`src/rtl/scaler_ctrl.sv`:
```
// scaler_ctrl: run controller for the rom_to_ram scaling datapath.
//   Clears the frame RAM, holds the engine in reset for an arm interval,
//   then forwards the engine RAM port until done or watchdog expiry.
// Latency: start -> first clear write 1 cycle; RUN RAM port is combinational.
// Backpressure: none; start/mode_in are ignored while busy.
// Ports: clk/reset_n; start, mode_in (board controls); seletor, eng_reset,
//   eng_done, eng_wraddr/eng_data/eng_wren (datapath side); ram_wraddr,
//   ram_data, ram_wren (frame RAM); busy, done, done_pulse, error,
//   err_code, frame_cnt (status).
module scaler_ctrl #(
  parameter int          RAM_DEPTH  = 76800,
  parameter int          ADDR_W     = 19,
  parameter logic [7:0]  CLEAR_VAL  = 8'h00,
  parameter int          ARM_CYCLES = 2,
  parameter int          TIMEOUT    = 200000
) (
  input  logic              clk,
  input  logic              reset_n,
  input  logic              start,
  input  logic [1:0]        mode_in,
  output logic [1:0]        seletor,
  output logic              eng_reset,
  input  logic              eng_done,
  input  logic [ADDR_W-1:0] eng_wraddr,
  input  logic [7:0]        eng_data,
  input  logic              eng_wren,
  output logic [ADDR_W-1:0] ram_wraddr,
  output logic [7:0]        ram_data,
  output logic              ram_wren,
  output logic              busy,
  output logic              done,
  output logic              done_pulse,
  output logic              error,
  output logic [1:0]        err_code,
  output logic [7:0]        frame_cnt
);

  localparam int WD_W  = $clog2(TIMEOUT + 1);
  localparam int ARM_W = (ARM_CYCLES > 1) ? $clog2(ARM_CYCLES) : 1;

  localparam logic [2:0] S_IDLE  = 3'd0;
  localparam logic [2:0] S_CLEAR = 3'd1;
  localparam logic [2:0] S_ARM   = 3'd2;
  localparam logic [2:0] S_RUN   = 3'd3;
  localparam logic [2:0] S_DONE  = 3'd4;
  localparam logic [2:0] S_ERR   = 3'd5;

  localparam logic [ADDR_W-1:0] LAST_ADDR = ADDR_W'(RAM_DEPTH - 1);
  localparam logic [ARM_W-1:0]  LAST_ARM  = ARM_W'(ARM_CYCLES - 1);
  localparam logic [WD_W-1:0]   WD_LIMIT  = WD_W'(TIMEOUT);

  logic [2:0]        state_q, state_d;
  logic [1:0]        seletor_q, seletor_d;
  logic [ADDR_W-1:0] addr_q, addr_d;
  logic [ARM_W-1:0]  arm_q, arm_d;
  logic [WD_W-1:0]   wdog_q, wdog_d;
  logic              done_q, done_d;
  logic              done_pulse_q, done_pulse_d;
  logic              error_q, error_d;
  logic [1:0]        err_code_q, err_code_d;
  logic [7:0]        frame_cnt_q, frame_cnt_d;
  logic              busy_q, busy_d;

  always_comb begin
    state_d      = state_q;
    seletor_d    = seletor_q;
    addr_d       = addr_q;
    arm_d        = arm_q;
    wdog_d       = wdog_q;
    done_d       = done_q;
    done_pulse_d = 1'b0;
    error_d      = error_q;
    err_code_d   = err_code_q;
    frame_cnt_d  = frame_cnt_q;

    case (state_q)
      S_IDLE, S_DONE, S_ERR: begin
        if (start) begin
          if (mode_in[1]) begin
            // Unsupported algorithm: reject without touching seletor or RAM.
            state_d    = S_ERR;
            done_d     = 1'b0;
            error_d    = 1'b1;
            err_code_d = 2'b01;
          end else begin
            state_d    = S_CLEAR;
            seletor_d  = mode_in;
            done_d     = 1'b0;
            error_d    = 1'b0;
            err_code_d = 2'b00;
            addr_d     = '0;
          end
        end
      end
      S_CLEAR: begin
        // Counter holds at the last address so it never leaves the RAM range.
        if (addr_q == LAST_ADDR) begin
          state_d = S_ARM;
          arm_d   = '0;
        end else begin
          addr_d = addr_q + 1'b1;
        end
      end
      S_ARM: begin
        if (arm_q == LAST_ARM) begin
          state_d = S_RUN;
          wdog_d  = '0;
        end else begin
          arm_d = arm_q + 1'b1;
        end
      end
      S_RUN: begin
        // Engine completion wins over a simultaneous watchdog expiry.
        if (eng_done) begin
          state_d      = S_DONE;
          done_d       = 1'b1;
          done_pulse_d = 1'b1;
          frame_cnt_d  = frame_cnt_q + 8'd1;
        end else if (wdog_q == WD_LIMIT) begin
          state_d    = S_ERR;
          error_d    = 1'b1;
          err_code_d = 2'b10;
        end else begin
          wdog_d = wdog_q + 1'b1;
        end
      end
      default: state_d = S_IDLE;
    endcase

    busy_d = (state_d == S_CLEAR) || (state_d == S_ARM) || (state_d == S_RUN);
  end

  always_ff @(posedge clk or negedge reset_n) begin
    if (!reset_n) begin
      state_q      <= S_IDLE;
      seletor_q    <= 2'b00;
      addr_q       <= '0;
      arm_q        <= '0;
      wdog_q       <= '0;
      done_q       <= 1'b0;
      done_pulse_q <= 1'b0;
      error_q      <= 1'b0;
      err_code_q   <= 2'b00;
      frame_cnt_q  <= 8'd0;
      busy_q       <= 1'b0;
    end else begin
      state_q      <= state_d;
      seletor_q    <= seletor_d;
      addr_q       <= addr_d;
      arm_q        <= arm_d;
      wdog_q       <= wdog_d;
      done_q       <= done_d;
      done_pulse_q <= done_pulse_d;
      error_q      <= error_d;
      err_code_q   <= err_code_d;
      frame_cnt_q  <= frame_cnt_d;
      busy_q       <= busy_d;
    end
  end

  // The engine runs only in RUN and DONE; in DONE it keeps its done output.
  assign eng_reset = !((state_q == S_RUN) || (state_q == S_DONE));

  // CLEAR drives straight from flops; RUN is a zero-latency pass-through.
  always_comb begin
    ram_wraddr = '0;
    ram_data   = 8'h00;
    ram_wren   = 1'b0;
    if (state_q == S_CLEAR) begin
      ram_wraddr = addr_q;
      ram_data   = CLEAR_VAL;
      ram_wren   = 1'b1;
    end else if (state_q == S_RUN) begin
      ram_wraddr = eng_wraddr;
      ram_data   = eng_data;
      ram_wren   = eng_wren;
    end
  end

  assign seletor    = seletor_q;
  assign busy       = busy_q;
  assign done       = done_q;
  assign done_pulse = done_pulse_q;
  assign error      = error_q;
  assign err_code   = err_code_q;
  assign frame_cnt  = frame_cnt_q;

endmodule

```
`config.mk`:
```
export PLATFORM = sky130hd
export DESIGN_NAME = scaler_ctrl
export DESIGN_NICKNAME = d
export VERILOG_FILES = /design/src/rtl/scaler_ctrl.sv
export SDC_FILE = /design/constraint.sdc
export NUM_CORES = 1
export LEC_CHECK = 0
export CORE_ASPECT_RATIO = 0.9
export CORE_UTILIZATION = 53
export DETAILED_ROUTE_END_ITERATION = 12
export PLACE_DENSITY_LB_ADDON = 0.3
export SYNTH_ARGS = -nofsm -noshare
export SYNTH_HDL_FRONTEND = slang
export SYNTH_SLANG_ARGS = --single-unit
```
`constraint.sdc`:
```
create_clock -name clk -period 5 [get_ports clk]
set_input_delay 0.75 -clock clk [delete_from_list [all_inputs] [get_ports clk]]
set_output_delay 0.75 -clock clk [all_outputs]
set_load 0.1 [all_outputs]
```
==> metrics.md <==
| Metric | Value |
|---|---|
| # fillers | `471` |
| Hold crit path type | `flip-flop to flip-flop` |
| Max Cap Viol | `0` |
| Slowest cell on crit path | `clkdlybuf4s50_1` |
| Synth Area in XOR/XNOR | `3.308%` |
| Clock Skew | `0.005262 ns` |
| Post-Synthesis Cells | `341` |
| Hold Crit Start | `frame_cnt[7]` |
| Mapped Avg Cell Area | `9.316 µm²` |
| Global-route wire length before repair | `12070 µm` |
| Status | `completed` |
| Gpl congestion | `0.8606` |
| Top post-synthesis cells by count | `dfrtp_1 (56), nand2_1 (34), a21oi_1 (24)` |
| Ys async rst share | `100.0%` |
| Remaining DRCs | `0` |
| Adder-cell share of the synthesized area | `1.575%` |
| Sequential Area | `0.001401 mm²` |
| Leading area contributor after synthesis | `dfrtp_1` |
| Syn nets | `379` |
| Port Buffer Count | `77` |
| Max FO, Critical Path | `31` |
| Synth top area share | `44.11%` |
| Final period utilization | `76.14%` |
| Max-slew violation count | `0` |
| Fmax | `262.7 MHz` |
| CTS Sinks | `56` |
| Yosys warning count | `0` |
| Core Area | `0.005725 mm²` |
| Fin. Hold Viols | `0` |
| DRT iter0 DRCs | `143` |
| Via-to-Cell Ratio | `5.952` |
| Worst setup SP type | `flip-flop` |
| Reg2reg setup slack | `1.84 ns` |
| Slew @ Worst Pin | `1.110 ns` |
| Routed WL per cell | `15.33 µm` |
| Vias in the first global route | `2568` |
| Synth-to-Final Area Change | `27.49%` |
| CP delay by family, top | `buffers and inverters` |
| Worst Path Arrival | `3.06 ns` |
| Congestion Overflow GR | `0` |
| Hpwl dp | `5396 µm` |
| Clock transition at the registers of the reported paths | `0.10 ns` |
| Fin crit period | `3.807 ns` |
| GR Util met2 | `40.38%` |
| Die ar. | `0.006308 mm²` |
| CTS tree | `done` |
| Final hold slack | `0.4778 ns` |
| First-pass detailed-route iteration total | `4` |
| Simple-gate share of the synthesized area | `27.18%` |
| Register area share after synthesis | `44.11%` |
| Synth Area in Compound Gates | `19.46%` |
| Die Ht | `75.45 µm` |
| Top FF cell, synth | `dfrtp_1` |
| Worst VDD drop | `0.4345 mV` |
| Max clock buf depth | `2` |
| Via count | `2881` |
| Worst reg2reg path startpoint | `state_q[2]` |
| LEAKAGE | `1.717 nW` |
| Worst path buffer plus inverter count | `1` |
| Distinct cells, synth | `51` |
| Post-CTS Hold Buffers | `0` |
| Top cells by area, synth | `dfrtp_1 (44%), a22o_1 (5.5%), nand2_1 (4.0%)` |
| Largest family of logic cells by synthesized area | `simple AND/OR/NAND/NOR gates` |
| Number of flops mapped to enable cells by yosys | `0` |
| Row count | `26` |
| RSZ-0062 raised after global routing | `false` |
| Multi-input logic area | `0.001662 mm²` |
| Ant. Diodes | `0` |
| Largest net degree at the start of global routing | `57` |
| GR peak layer | `met2` |
| CP Capture Type | `output port` |
| Total power of the final layout | `1.524 mW` |
| Post-route ant nets | `0` |
| CP Launch Point | `state_q[1]` |
| Power Density | `376.3 mW/mm²` |
| Initial antenna violation count | `0` |
| Share of cells above drive strength 1 | `10.14%` |
| Synthesis-stage register bit count | `56` |
| Nets | `451` |
| Setup TNS | `0 ns` |
| Final setup violation count | `0` |
| Total GRT Usage | `24.25%` |
| Die Width | `83.61 µm` |
| Slowest cell delay on critical path | `1.13 ns` |
| CTS HTree Levels | `2` |
| Syn Std Cell Area | `0.003177 mm²` |
| Post-CTS resize count | `0` |
| CTS root buf | `clkbuf_8` |
| Crit path required time | `4.25 ns` |
| CTS Buf Count | `5` |
| Routed wire length | `7421 µm` |
| Post-CTS Setup Inserts | `0` |
| Mux contribution to synthesized area | `0.6696%` |
| Initial core utilization | `55.49%` |
| WS Path Type | `flip-flop to output port` |
| Slew headroom | `25.56%` |
| Met3 Resource Use GR | `5.200%` |
| I/O pin cnt | `79` |
| CP Cell Sequence | `and3b_1 -> and2_1 -> clkdlybuf4s50_1` |
| Clk Latency, worst-skew pair | `0.31 ns` |
| Count leader, synth | `dfrtp_1` |
| Grt met1 use | `33.05%` |
[final cells by class]
cell class,instances,area share [%]
clock buffers,6,2.039
repair buffers,80,18.29
clock inverters,2,0.9577
flip-flops and latches,56,34.60
well taps,70,2.162
inverters,10,0.9268
multi-input cells,260,41.03
[routing by layer]
| metal | share of wire [%] | up-vias | wire (µm) |
|---|---|---|---|
| met5 | 0 | - | 0 |
| met3 | 7.1 | 5 | 528 |
| met2 | 48 | 95 | 3549 |
| met4 | 0.71 | 0 | 53 |
| met1 | 44 | 1369 | 3289 |
| li1 | - | 1412 | - |
[worst reg2reg max path: stages, from the launching register on]
cell and delay, ns:
dfrtp_1 0.44, nand2b_1 0.28, nor2_1 0.52, buf_4 0.31
a21boi_2 0.34, o211ai_2 0.41, or4_1 0.63, a21oi_1 0.16
[layout by cell type, fill, tap and decap left out, types with 10 or more instances in the layout]
cell type,instances
nor2_1,20
nand3_1,16
nand2_1,34
o21ai_0,22
a21oi_1,24
or3_1,12
and2_1,11
dfrtp_1,56
a22o_1,20
clkdlybuf4s50_1,57
inv_1,10
or4_1,14
nand4_1,10
buf_4,22
[power by group]
| part | leakage, nW | internal, mW | switching, mW |
|---|---|---|---|
| clock | 0.0614 | 0.164 | 0.147 |
| sequential | 0.720 | 0.507 | 0.0606 |
| combinational | 0.935 | 0.170 | 0.475 |
| total | 1.72 | 0.841 | 0.683 |
[registers in the layout, summed over array words and instances (netlist names)]
name and cells:
addr_q 19, wdog_q 18, frame_cnt 8, state_q 3
err_code 2, arm_q 1, busy 1, done 1
done_pulse 1, error 1, seletor 1
[cell families after synthesis]
logic type / count (synthesis)
compound gates: 90
xor+xnor: 12
fa+ha+maj: 4
buf+inv: 25
flops: 56
mux: 2
other cells: 1
simple gates: 151
[metrics by stage]
step                setup WS, ns  instances  util, %  instance area (µm²)
floorplan                  1.962        341        -                 3177
global placement           1.586        476    68.62                 3929
detailed placement         1.532        476    68.62                 3929
finish                     1.193        484    70.74                 4050
CTS                        1.163        484    70.74                 4050
global route               1.030        484    70.74                 4050
[final timing paths]
kind,to,cells after the start
worst max-delay path,ram_data[3],3
worst min-delay path,frame_cnt[7],1
worst max register to register,addr_q[11],7
worst min register to register,frame_cnt[7],1
max in group asynchronous,wdog_q[13],2
min in group asynchronous,wdog_q[3],2
Note: power is estimated with default switching activity, not from simulation.
